### src/rtl/wshb_if.sv
// Wishbone classic bus bundle between the frame reader (master) and the frame memory (slave).
interface wshb_if (
    input logic clk,
    input logic rst
);
    logic [31:0] adr;
    logic        cyc;
    logic        stb;
    logic        we;
    logic [3:0]  sel;
    logic [31:0] dat_ms;
    logic [31:0] dat_sm;
    logic        ack;
    logic        err;
    logic        rty;

    modport master (input clk, rst, dat_sm, ack, err, rty,
                    output adr, cyc, stb, we, sel, dat_ms);
    modport slave  (input clk, rst, adr, cyc, stb, we, sel, dat_ms,
                    output dat_sm, ack, err, rty);
endinterface

### src/rtl/wb_frame_reader.sv
// Wishbone classic master streaming one frame of words into a fall-through FIFO.
// Define WB_FRAME_READER_ERR_EN to honour err/rty and expose the sticky err_flag output.
module wb_frame_reader #(
    parameter logic [31:0] BASE_ADR    = 32'h0,
    parameter int          FRAME_WORDS = 2048,
    parameter int          FIFO_DEPTH  = 16
) (
    wshb_if.master      wb_m,
    input  logic        start,
    input  logic        loop,
    output logic        busy,
    output logic [31:0] out_data,
    output logic        out_sof,
    output logic        out_valid,
    input  logic        out_ready
`ifdef WB_FRAME_READER_ERR_EN
    ,
    output logic        err_flag
`endif
);
    localparam int AW     = $clog2(FIFO_DEPTH);
    localparam int CW     = (FRAME_WORDS > 1) ? $clog2(FRAME_WORDS) : 1;
    localparam int LAST_I = FRAME_WORDS - 1;
    localparam logic [CW-1:0] LAST_C  = LAST_I[CW-1:0];
    localparam logic [AW:0]   DEPTH_C = FIFO_DEPTH[AW:0];

    typedef enum logic {IDLE, READ} state_t;
    typedef struct packed {
        logic        sof;
        logic [31:0] data;
    } fifo_word_t;

    logic clk, rst;
    assign clk = wb_m.clk;
    assign rst = wb_m.rst;

    state_t        state_q, state_d;
    logic          stb_q, stb_d;
    logic [31:0]   adr_q, adr_d;
    logic [CW-1:0] cnt_q, cnt_d;
`ifdef WB_FRAME_READER_ERR_EN
    logic          errf_q, errf_d;
`else
    logic          unused_resp;
    assign unused_resp = wb_m.err | wb_m.rty;
`endif

    fifo_word_t    mem [FIFO_DEPTH];
    logic [AW-1:0] wr_ptr, rd_ptr;
    logic [AW:0]   fcount, fcount_nxt;
    logic          push, pop, room, last_word;

    assign push       = stb_q & wb_m.ack;
    assign pop        = out_valid & out_ready;
    assign fcount_nxt = fcount + {{AW{1'b0}}, push} - {{AW{1'b0}}, pop};
    // Issue a request only when the word it returns is guaranteed a FIFO slot.
    assign room       = fcount_nxt < DEPTH_C;
    assign last_word  = (cnt_q == LAST_C);

    assign wb_m.adr    = adr_q;
    assign wb_m.cyc    = stb_q;
    assign wb_m.stb    = stb_q;
    assign wb_m.we     = 1'b0;
    assign wb_m.sel    = 4'hF;
    assign wb_m.dat_ms = 32'h0;

    assign busy      = (state_q == READ);
    assign out_valid = (fcount != '0);
    assign out_data  = out_valid ? mem[rd_ptr].data : 32'h0;
    assign out_sof   = out_valid ? mem[rd_ptr].sof : 1'b0;
`ifdef WB_FRAME_READER_ERR_EN
    assign err_flag  = errf_q;
`endif

    always_comb begin
        state_d = state_q;
        stb_d   = stb_q;
        adr_d   = adr_q;
        cnt_d   = cnt_q;
`ifdef WB_FRAME_READER_ERR_EN
        errf_d  = errf_q;
`endif
        case (state_q)
            IDLE: begin
                if (start) begin
                    state_d = READ;
                    adr_d   = BASE_ADR;
                    cnt_d   = '0;
                    stb_d   = room;
`ifdef WB_FRAME_READER_ERR_EN
                    errf_d  = 1'b0;
`endif
                end
            end
            READ: begin
                if (push) begin
                    adr_d = adr_q + 32'd4;
                    cnt_d = cnt_q + CW'(1);
                    stb_d = room;
                    if (last_word) begin
                        if (loop) begin
                            adr_d = BASE_ADR;
                            cnt_d = '0;
                        end else begin
                            state_d = IDLE;
                            stb_d   = 1'b0;
                        end
                    end
                end
`ifdef WB_FRAME_READER_ERR_EN
                else if (stb_q && wb_m.err) begin
                    state_d = IDLE;
                    stb_d   = 1'b0;
                    errf_d  = 1'b1;
                end else if (stb_q && wb_m.rty) begin
                    stb_d = 1'b0;
                end
`endif
                else if (!stb_q) begin
                    stb_d = room;
                end
            end
            default: state_d = IDLE;
        endcase
    end

    always_ff @(posedge clk) begin
        if (rst) begin
            state_q <= IDLE;
            stb_q   <= 1'b0;
            adr_q   <= BASE_ADR;
            cnt_q   <= '0;
`ifdef WB_FRAME_READER_ERR_EN
            errf_q  <= 1'b0;
`endif
        end else begin
            state_q <= state_d;
            stb_q   <= stb_d;
            adr_q   <= adr_d;
            cnt_q   <= cnt_d;
`ifdef WB_FRAME_READER_ERR_EN
            errf_q  <= errf_d;
`endif
        end
    end

    always_ff @(posedge clk) begin
        if (rst) begin
            wr_ptr <= '0;
            rd_ptr <= '0;
            fcount <= '0;
        end else begin
            if (push) wr_ptr <= wr_ptr + AW'(1);
            if (pop)  rd_ptr <= rd_ptr + AW'(1);
            fcount <= fcount_nxt;
        end
    end

    // Storage is not reset; the pointers alone define what is valid.
    always_ff @(posedge clk) begin
        if (push) mem[wr_ptr] <= '{sof: (cnt_q == '0), data: wb_m.dat_sm};
    end
endmodule

### src/flat_wrapper.sv
// flat-port wrapper written by rule: the top's interface ports become plain ports
module wb_frame_reader_flat 
#(
    parameter logic [31:0] BASE_ADR    = 32'h0,
    parameter int          FRAME_WORDS = 2048,
    parameter int          FIFO_DEPTH  = 16
)
  (start, loop, busy, out_data, out_sof, out_valid, out_ready, clk, rst, wb_m_dat_sm, wb_m_ack, wb_m_err, wb_m_rty, wb_m_adr, wb_m_cyc, wb_m_stb, wb_m_we, wb_m_sel, wb_m_dat_ms);
  wshb_if wb_m_i (.clk(clk), .rst(rst));
  input  logic start;
  input  logic loop;
  output logic busy;
  output logic [31:0] out_data;
  output logic out_sof;
  output logic out_valid;
  input  logic out_ready;
  input wire logic clk;
  input wire logic rst;
  input wire logic [$bits(wb_m_i.dat_sm)-1:0] wb_m_dat_sm;
  input wire logic [$bits(wb_m_i.ack)-1:0] wb_m_ack;
  input wire logic [$bits(wb_m_i.err)-1:0] wb_m_err;
  input wire logic [$bits(wb_m_i.rty)-1:0] wb_m_rty;
  output wire logic [$bits(wb_m_i.adr)-1:0] wb_m_adr;
  output wire logic [$bits(wb_m_i.cyc)-1:0] wb_m_cyc;
  output wire logic [$bits(wb_m_i.stb)-1:0] wb_m_stb;
  output wire logic [$bits(wb_m_i.we)-1:0] wb_m_we;
  output wire logic [$bits(wb_m_i.sel)-1:0] wb_m_sel;
  output wire logic [$bits(wb_m_i.dat_ms)-1:0] wb_m_dat_ms;
  assign wb_m_i.dat_sm = wb_m_dat_sm;
  assign wb_m_i.ack = wb_m_ack;
  assign wb_m_i.err = wb_m_err;
  assign wb_m_i.rty = wb_m_rty;
  assign wb_m_adr = wb_m_i.adr;
  assign wb_m_cyc = wb_m_i.cyc;
  assign wb_m_stb = wb_m_i.stb;
  assign wb_m_we = wb_m_i.we;
  assign wb_m_sel = wb_m_i.sel;
  assign wb_m_dat_ms = wb_m_i.dat_ms;
  wb_frame_reader #(.BASE_ADR(BASE_ADR), .FRAME_WORDS(FRAME_WORDS), .FIFO_DEPTH(FIFO_DEPTH)) u_core (.wb_m(wb_m_i), .start(start), .loop(loop), .busy(busy), .out_data(out_data), .out_sof(out_sof), .out_valid(out_valid), .out_ready(out_ready));
endmodule
### config.mk
export PLATFORM = sky130hd
export DESIGN_NAME = wb_frame_reader_flat
export DESIGN_NICKNAME = d
export VERILOG_FILES = /design/src/rtl/wshb_if.sv /design/src/rtl/wb_frame_reader.sv /design/src/flat_wrapper.sv
export SDC_FILE = /design/constraint.sdc
export NUM_CORES = 1
export LEC_CHECK = 0
export ABC_AREA = 0
export BUFFER_PORTS_ARGS = -buffer_cell sky130_fd_sc_hd__buf_4
export CORE_MARGIN = 1.5
export CORE_UTILIZATION = 52
export CTS_BUF_LIST = sky130_fd_sc_hd__clkbuf_2 sky130_fd_sc_hd__clkbuf_4 sky130_fd_sc_hd__clkbuf_8
export CTS_CLUSTER_DIAMETER = 80
export CTS_CLUSTER_SIZE = 24
export DETAILED_ROUTE_END_ITERATION = 10
export PLACE_DENSITY = 0.79
export SLEW_MARGIN = 20
export SYNTH_ARGS = -nofsm -noshare
export SYNTH_HDL_FRONTEND = slang
export SYNTH_SLANG_ARGS = --single-unit
### constraint.sdc
create_clock -name clk -period 3.95 [get_ports clk]
set_input_delay 0.1975 -clock clk [delete_from_list [all_inputs] [get_ports clk]]
set_output_delay 0.1975 -clock clk [all_outputs]
set_load 0.1 [all_outputs]
==> results of run 1 <==
## cell type report
class,instances,area [µm²],area share [%]
diodes,1,2.50,0.00964
clock buffers,38,479,1.85
clock inverters,6,66.3,0.255
inverters,12,45.0,0.174
multi-input cells,527,6010,23.2
flip-flops and latches,588,17100,65.8
well taps,592,741,2.85
repair buffers,173,1550,5.96
## report_power, final
group          internal, W  leakage, nW  total [W]  switching (W)
Sequential         0.00687         5.20    0.00700       0.000132
Clock             0.000823        0.285    0.00261        0.00179
Combinational      0.00170         2.43    0.00497        0.00327
Total              0.00939         7.92     0.0146        0.00519
## sequential cells by signal, summed over array words and instances (netlist names), named ones only
name	flops
u_core.mem	528
u_core.wb_m.adr	30
u_core.cnt_q	11
u_core.fcount	5
u_core.rd_ptr	4
u_core.wr_ptr	4
u_core.busy	1
u_core.wb_m.cyc	1
## placed cells by master (no fill, tap or decap), types with 12 or more instances in the layout
cell             n
edfxtp_1       528
nor2_4          12
conb_1          39
dlygate4sd3_1   39
inv_1           12
a311oi_1        22
nand3_1         29
dfxtp_1         56
clkbuf_8        31
and2_1          38
a21oi_1         24
ha_1            13
nand2_1         39
buf_4          122
nor2_1          31
a41oi_1         14
mux4_2         165
buf_12          12
## stage by stage
| step | std cells | utilization [%] | hold slack (ns) | area (µm²) | power, W |
|---|---|---|---|---|---|
| final | 1937 | 58.6 | 0.355 | 26000 | 0.0146 |
| after CTS | 1936 | 58.6 | 0.310 | 26000 | 0.0147 |
| after global routing | 1936 | 58.6 | 0.349 | 26000 | 0.0151 |
| after floorplan | 1233 | - | 0.296 | 23600 | 0.0111 |
| after global placement | 1853 | 56.5 | 0.479 | 25000 | 0.0121 |
| after detailed placement | 1853 | 56.5 | 0.494 | 25000 | 0.0121 |
## metal layers
| layer | track usage [%] | up-vias | wire length (µm) | part of all wire [%] |
|---|---|---|---|---|
| met5 | 0 | - | 0 | 0 |
| met4 | 4.57 | 0 | 856 | 1.8 |
| met3 | 2.06 | 59 | 2730 | 5.8 |
| met2 | 36.0 | 385 | 24700 | 52 |
| met1 | 28.3 | 6148 | 19300 | 41 |
| li1 | - | 5063 | - | - |
## cell families (layout without fill, tap and decap cells)
family,after synthesis,in the layout,synth area share (%)
buf+inv,118,229,2.85
simple gates,198,198,4.32
other cells,2,40,0.0320
xor+xnor,9,9,0.336
flops,588,588,72.7
mux,168,168,16.0
compound gates,99,99,2.99
fa+ha+maj,14,14,0.779
## critical path, stage by stage, from the launching register on
cell and delay, ns:
dfxtp_4 0.63, buf_4 0.42, mux4_2 0.56, mux4_2 0.46
and2_1 0.21, buf_4 0.24
## worst max-delay path by stage
stage / depth (start not counted) / slack, ns / start / endpoint
floorplan: 4 / 0.37 / u_core.wb_m.cyc / u_core.mem[7][0]
global placement: 5 / 1.24 / register / out_data[10]
detailed placement: 5 / 1.22 / register / out_data[10]
CTS: 5 / 0.46 / register / out_data[10]
global route: 5 / 0.38 / register / out_data[10]
finish: 5 / 0.55 / register / out_data[10]
## timing repair
item	4_1_cts	5_1_grt
hold endpoints to repair	530	0
setup endpoints to repair	0	0
hold buffers	39	0
resized for setup	0	0
==> results.sh, run 1 <==
export IMPL_ys_seq_area_share_pct=72.7
export IMPL_synth_flop_cell="edfxtp_1"
export IMPL_fin_ws_ns=0.545
export IMPL_first_pass_iters=5
export IMPL_drc=0
export IMPL_first_iter_violations=1205
export IMPL_overflow=0
export IMPL_post_synth_top_count_cell="edfxtp_1"
export IMPL_rsz0062_at_grt="false"
export IMPL_wl_per_cell_um=24.5
export IMPL_synth_cell_types=50
export IMPL_fin_skew_ns=0.0340
export IMPL_cap_violations=0
export IMPL_min_from="wb_m_dat_sm[0]"
export IMPL_grt_first_pass_wirelength_um=71800
export IMPL_rr_worst_depth=12
export IMPL_synth_area_per_cell_um2=19.6
export IMPL_yosys_area_top_type="edfxtp_1"
export IMPL_yosys_area_top_type_share_pct=67.6
export IMPL_synth_area_um2=23500
export IMPL_vias_per_cell=6.02
export IMPL_yosys_top_cells_area="edfxtp_1 68%, mux4_2 16%, dfxtp_1 5.1%"
export IMPL_hold_end="u_core.mem[11][0]"
export IMPL_htreeDepth=1
export IMPL_tightest_slew_ns=1.02
export IMPL_holdPathStages=2
export IMPL_synth_edf_count=528
export IMPL_die_area_um2=46400
export IMPL_slew_headroom_pct=31.8
export IMPL_rows=77
export IMPL_place_hpwl_um=26600
export IMPL_p_leak_nw=7.92
export IMPL_vias=11700
export IMPL_grt_antenna_before_repair=0
export IMPL_post_cts_buffers=0
export IMPL_clock_latency_ns=0.67
export IMPL_core_area_um2=44300
export IMPL_final_period_utilization_pct=86.2
export IMPL_ant_nets=0
export IMPL_dp_slack_ns=1.22
export IMPL_status="finished, final reports clean"
export IMPL_initial_core_util_pct=52.9
export IMPL_ir_drop_mv=0.576
export IMPL_place_congestion=0.806
export IMPL_root_buffer="clkbuf_8"
export IMPL_grt_max_degree=65
export IMPL_period_needed_ns=3.40
export IMPL_num_io_pins=146
export IMPL_clkTransAtPathRegs_ns=0.14
export IMPL_ys_warn_count=0
export IMPL_area_growth_pct=10.7
export IMPL_clock_sinks=588
export IMPL_start_kind="register"
export IMPL_cts_buffer_depth=3
export IMPL_drive_above_1_share_pct=27.3
export IMPL_cts_buffers=30
export IMPL_dieHeight_um=215
export IMPL_crit_type="register to output port"
export IMPL_r2r_slack_ns=1.29
export IMPL_synth_top_cells_by_count="528 x edfxtp_1, 165 x mux4_2, 60 x dfxtp_1, 43 x nor2_1, 41 x clkbuf_1"
export IMPL_final_max_slew_viol_count=0
export IMPL_rr_endpoint="u_core.fcount[4]"
export IMPL_setup_tns_ns=0
export IMPL_required_ns=3.75
export IMPL_setup_viol=0
export IMPL_rr_startpoint="u_core.fcount[3]"
export IMPL_groute_usage_overall_pct=20.6
export IMPL_ys_async_sr_fraction_pct=0
export IMPL_grt_pass1_vias=11700
export IMPL_nets=1386
export IMPL_wl_um=47500
export IMPL_p_per_area_nw_per_um2=562
export IMPL_syn_inst=1196
export IMPL_portBuffers=104
export IMPL_max_clock_freq_mhz=294
export IMPL_worstPathArrival_ns=3.21
export IMPL_nFillCells=3163
export IMPL_path_max_fanout=19
export IMPL_hold_class="input pin to register"
export IMPL_cts_tree="done"
export IMPL_finalHoldViolations=0
export IMPL_end_kind="output port"
export IMPL_die_w_um=215
export IMPL_ys_ff_latch=588
(Power assumes the default switching activity.)
==> run 2: changes to the inputs <==
--- a/config.mk
+++ b/config.mk
@@ -13,6 +13,7 @@
 export CTS_CLUSTER_DIAMETER = 80
 export CTS_CLUSTER_SIZE = 24
 export DETAILED_ROUTE_END_ITERATION = 10
+export MAX_ROUTING_LAYER = met4
 export PLACE_DENSITY = 0.79
 export SLEW_MARGIN = 20
 export SYNTH_ARGS = -nofsm -noshare
==> run 2 against run 1 <==
  * Flip-flop and latch count unchanged
  * Non-clock buffer count unchanged
  * Die area unchanged
  * Via count up 0.12%
  * Critical path depth unchanged
  * Sequential share of layout area about the same
  * Power about the same
  * Largest cell class unchanged
  * Worst hold slack worse by 0.0042 ns
==> results.sh, run 2 (synthesis gave the netlist of run 1 again) <==
export IMPL_portBuffers=104
export IMPL_fin_skew_ns=0.0326
export IMPL_crit_type="register to output port"
export IMPL_clock_latency_ns=0.68
export IMPL_crit_buf_inv=2
export IMPL_cpLargestDelayFamily="multiplexers"
export IMPL_hold_buffers=39
export IMPL_wl_um=47600
export IMPL_period_needed_ns=3.40
export IMPL_grt_first_pass_wirelength_um=71800
export IMPL_die_area_um2=46400
export IMPL_p_per_area_nw_per_um2=562
export IMPL_drive_above_1_share_pct=27.3
export IMPL_clkTransAtPathRegs_ns=0.13
export IMPL_setup_tns_ns=0
export IMPL_clock_sinks=588
export IMPL_nets=1386
export IMPL_start_kind="register"
export IMPL_layout_common_cells="528 x edfxtp_1, 165 x mux4_2, 122 x buf_4"
export IMPL_rows=77
export IMPL_cts_resized=0
export IMPL_root_buffer="clkbuf_8"
export IMPL_overflow=0
export IMPL_cap_violations=0
export IMPL_cts_tree="done"
export IMPL_area_growth_pct=10.7
export IMPL_crit_path_cell_trace="buf_4, mux4_2, mux4_2, and2_1, buf_4"
export IMPL_path_max_fanout=19
export IMPL_worstPathArrival_ns=3.20
export IMPL_cts_buffers=30
export IMPL_fin_ws_ns=0.553
export IMPL_first_pass_iters=5
export IMPL_grt_antenna_before_repair=0
export IMPL_p_leak_nw=7.92
export IMPL_post_cts_buffers=0
export IMPL_drc=0
export IMPL_first_iter_violations=1259
export IMPL_vias_per_cell=6.03
export IMPL_place_hpwl_um=26600
export IMPL_cpPeakStageDelay_ns=0.63
export IMPL_wl_per_cell_um=24.6
export IMPL_initial_core_util_pct=52.9
export IMPL_ant_nets=0
export IMPL_final_max_slew_viol_count=0
export IMPL_largest_reg_flops=528
export IMPL_slew_headroom_pct=32.8
export IMPL_grt_max_degree=65
export IMPL_rsz0062_at_grt="false"
export IMPL_dp_slack_ns=1.22
export IMPL_core_area_um2=44300
export IMPL_fin_util_pct=58.6
export IMPL_hold_class="input pin to register"
export IMPL_status="finished, final reports clean"
export IMPL_grt_pass1_vias=11700
export IMPL_final_period_utilization_pct=86.0
export IMPL_nFillCells=3164
export IMPL_vias=11700
export IMPL_end_kind="output port"
export IMPL_setup_viol=0
export IMPL_die_w_um=215
export IMPL_htreeDepth=1
export IMPL_dieHeight_um=215
export IMPL_finalHoldViolations=0
export IMPL_cts_buffer_depth=3
export IMPL_tightest_slew_ns=1.00
export IMPL_layout_commonest_cell="edfxtp_1"
export IMPL_diodes=0
export IMPL_ir_drop_mv=0.576
export IMPL_max_clock_freq_mhz=294
export IMPL_groute_usage_overall_pct=21.2
export IMPL_place_congestion=0.819
export IMPL_required_ns=3.75
export IMPL_regMostFlops="u_core.mem"
export IMPL_num_io_pins=146
export IMPL_slowest_stage="dfxtp_4"
run 2: path summary, 6_finish.rpt:
path / from / to / cells after the start / slack, ns
max: register / out_data[18] / 5 / 0.55
min: wb_m_dat_sm[4] / u_core.mem[10][4] / 2 / 0.35
max reg2reg: u_core.fcount[3] / u_core.fcount[4] / 12 / 1.29
min reg2reg: u_core.cnt_q[0] / u_core.cnt_q[0] / 2 / 0.52
run 2: power breakdown:
part	leakage, nW	internal [W]	total [W]	switching [W]
clock	0.285	0.000823	0.00261	0.00179
combinational	2.43	0.00170	0.00497	0.00327
sequential	5.20	0.00687	0.00700	0.000133
run 2: layout make-up:
class | instances | area [µm²] | share of cell area (%)
clock buffers | 38 | 479 | 1.85
clock inverters | 6 | 66.3 | 0.256
inverters | 12 | 45.0 | 0.174
multi-input cells | 527 | 6010 | 23.2
flip-flops and latches | 588 | 17100 | 65.8
well taps | 592 | 741 | 2.85
repair buffers | 173 | 1550 | 5.96
run 2: layer usage:
metal / vias to the layer above / GRT usage [%] / share of wire [%]
li1: 5061 / - / -
met1: 6128 / 28.4 / 41
met2: 416 / 35.9 / 52
met5: - / - / 0
met3: 64 / 2.02 / 5.8
met4: 0 / 4.57 / 1.8
run 2: metrics by stage:
stage | hold WS [ns] | cell area (µm²) | cells | power (W)
CTS | 0.310 | 26000 | 1936 | 0.0147
global route | 0.349 | 26000 | 1936 | 0.0151
finish | 0.350 | 26000 | 1936 | 0.0146
floorplan | 0.296 | 23600 | 1233 | 0.0111
detailed placement | 0.494 | 25000 | 1853 | 0.0121
global placement | 0.479 | 25000 | 1853 | 0.0121
run 2: worst reg2reg max path, cell delays in order, from the launching register on:
cell     delay (ns)
dfxtp_1        0.34
inv_1          0.08
ha_1           0.13
or4b_1         0.45
nand3_1        0.17
o21ai_0        0.13
ha_1           0.25
fa_1           0.43
a21oi_1        0.17
nor2_1         0.06
nor2_1         0.11
xnor2_1        0.17
nor2_1         0.06
==> run 3: changes to the inputs <==
--- a/config.mk
+++ b/config.mk
@@ -15,6 +15,7 @@
 export DETAILED_ROUTE_END_ITERATION = 10
 export MAX_ROUTING_LAYER = met4
 export PLACE_DENSITY = 0.79
+export REMOVE_ABC_BUFFERS = 1
 export SLEW_MARGIN = 20
 export SYNTH_ARGS = -nofsm -noshare
 export SYNTH_HDL_FRONTEND = slang
==> run 3 against run 2 <==
  * Worst hold slack got worse by 0.015 ns
  * Clock skew increased by 0.0027 ns
  * Non-clock buffer count increased by 3
  * Routed wire length decreased by 1.3%
  * Maximum frequency increased by 0.51%
  * Power about the same
  * Flip-flop and latch count unchanged
  * First-iteration DRC count about the same
  * Highest routed layer unchanged
==> results.sh, run 3 (synthesis gave the netlist of run 1 again) <==
export IMPL_clock_power_share_pct=18.2
export IMPL_end_kind="output port"
export IMPL_fin_util_pct=58.4
export IMPL_slew_headroom_pct=35.2
export IMPL_slowest_stage="dfxtp_4"
export IMPL_cts_buffer_depth=3
export IMPL_portBuffers=104
export IMPL_crit_type="register to output port"
export IMPL_cap_violations=0
export IMPL_groute_usage_overall_pct=20.9
export IMPL_ant_nets=0
export IMPL_min_from="wb_m_dat_sm[16]"
export IMPL_vias_per_cell=6.03
export IMPL_p_leak_nw=7.94
export IMPL_combPwrFrac_pct=34.0
export IMPL_first_pass_iters=5
export IMPL_worstPathArrival_ns=3.18
export IMPL_drc=0
export IMPL_place_congestion=0.813
export IMPL_fin_skew_ns=0.0353
export IMPL_wl_um=47000
export IMPL_final_max_slew_viol_count=0
export IMPL_die_w_um=215
export IMPL_vias=11700
export IMPL_grt_first_pass_wirelength_um=70700
export IMPL_layout_common_cells="528 x edfxtp_1, 165 x mux4_2, 132 x buf_4"
export IMPL_drive_above_1_share_pct=27.4
export IMPL_switchingPower_w=0.00512
export IMPL_largest_reg_flops=528
export IMPL_die_area_um2=46400
export IMPL_final_period_utilization_pct=85.6
export IMPL_clkTransAtPathRegs_ns=0.14
export IMPL_cp_depth=5
export IMPL_finalNonFillerCells=1939
export IMPL_root_buffer="clkbuf_8"
export IMPL_intPower_w=0.00946
export IMPL_core_area_um2=44300
export IMPL_status="finished, final reports clean"
export IMPL_crit_path_cell_trace="buf_4, mux4_2, mux4_2, and2_1, buf_4"
export IMPL_initial_core_util_pct=52.9
export IMPL_cpLargestDelayFamily="multiplexers"
export IMPL_clock_sinks=588
export IMPL_rsz0062_at_grt="false"
export IMPL_design_area_um2=25900
export IMPL_cts_tree="done"
export IMPL_setup_viol=0
export IMPL_path_max_fanout=37
export IMPL_grt_max_degree=65
export IMPL_clock_latency_ns=0.69
export IMPL_start_kind="register"
export IMPL_regMostFlops="u_core.mem"
export IMPL_grt_antenna_before_repair=2
export IMPL_num_io_pins=146
export IMPL_rows=77
export IMPL_htreeDepth=1
export IMPL_max_clock_freq_mhz=296
export IMPL_cpPeakStageDelay_ns=0.78
export IMPL_layout_commonest_cell="edfxtp_1"
export IMPL_crit_buf_inv=2
export IMPL_cts_buffers=29
export IMPL_overflow=0
export IMPL_rr_startpoint="u_core.fcount[3]"
export IMPL_dieHeight_um=215
export IMPL_dpl_cell_area_um2=24900
export IMPL_post_cts_buffers=0
export IMPL_wl_per_cell_um=24.2
export IMPL_p_seq_share_pct=47.8
export IMPL_holdPathStages=2
export IMPL_required_ns=3.75
export IMPL_place_hpwl_um=25600
export IMPL_grt_pass1_vias=11700
export IMPL_period_needed_ns=3.38
export IMPL_finalHoldViolations=0
export IMPL_p_per_area_nw_per_um2=564
export IMPL_area_growth_pct=10.3
export IMPL_swShare_pct=35.1
export IMPL_rr_worst_depth=12
export IMPL_ir_drop_mv=0.830
export IMPL_tightest_slew_ns=0.970
export IMPL_hold_class="input pin to register"
export IMPL_placed_cells_incl_taps=1855
export IMPL_first_iter_violations=1260
export IMPL_nets=1388
[run 3: changes by cell type in the layout (fill, tap and decap cells not counted), moves of 4 or more]
cell    previous run  this run
nor3_4             4         0
buf_12            12         4
buf_4            122       132
nor3_2             1         5
[run 3: per-stage QoR]
| step | setup WS, ns | setup TNS [ns] | total power [W] | hold WS, ns |
|---|---|---|---|---|
| finish | 0.570 | 0 | 0.0146 | 0.336 |
| floorplan | -3.31 | -303.26 | 0.0112 | 0.267 |
| global placement | 1.17 | 0 | 0.0120 | 0.472 |
| detailed placement | 1.13 | 0 | 0.0121 | 0.491 |
| CTS | 0.504 | 0 | 0.0147 | 0.281 |
| global route | 0.479 | 0 | 0.0151 | 0.310 |
[run 3: cell type report]
cell class	instances	area, µm²
clock buffers	36	452
flip-flops and latches	588	17100
well taps	592	741
fillers	3216	18500
clock inverters	6	103
diodes	2	5.00
repair buffers	176	1470
inverters	12	45.0
multi-input cells	527	5980
[run 3: path summary, 6_finish.rpt]
kind,to,slack [ns]
setup / recovery,out_data[13],0.57
hold / removal,u_core.mem[15][16],0.34
setup reg to reg,u_core.wb_m.cyc,1.10
hold reg to reg,u_core.cnt_q[0],0.51
[run 3: per-layer routing]
layer	global-route usage, %	up-vias	routed length, µm
met1	28.5	6123	19400
met2	34.2	449	23600
met4	4.22	0	946
li1	-	5061	-
met3	2.82	63	2990
met5	-	-	0
[run 3: power groups by stage]
stage               sequential [W]  combinational (W)  clock (W)
floorplan                  0.00744            0.00378          0
global placement           0.00710            0.00494          0
detailed placement         0.00711            0.00498          0
CTS                        0.00697            0.00503    0.00271
global route               0.00698            0.00519    0.00290
finish                     0.00697            0.00496    0.00265
[run 3: what timing repair did]
| action | in CTS | in global routing |
|---|---|---|
| gates resized for setup | 0 | 0 |
| hold buffers | 40 | 0 |
| hold endpoints to repair | 539 | 0 |
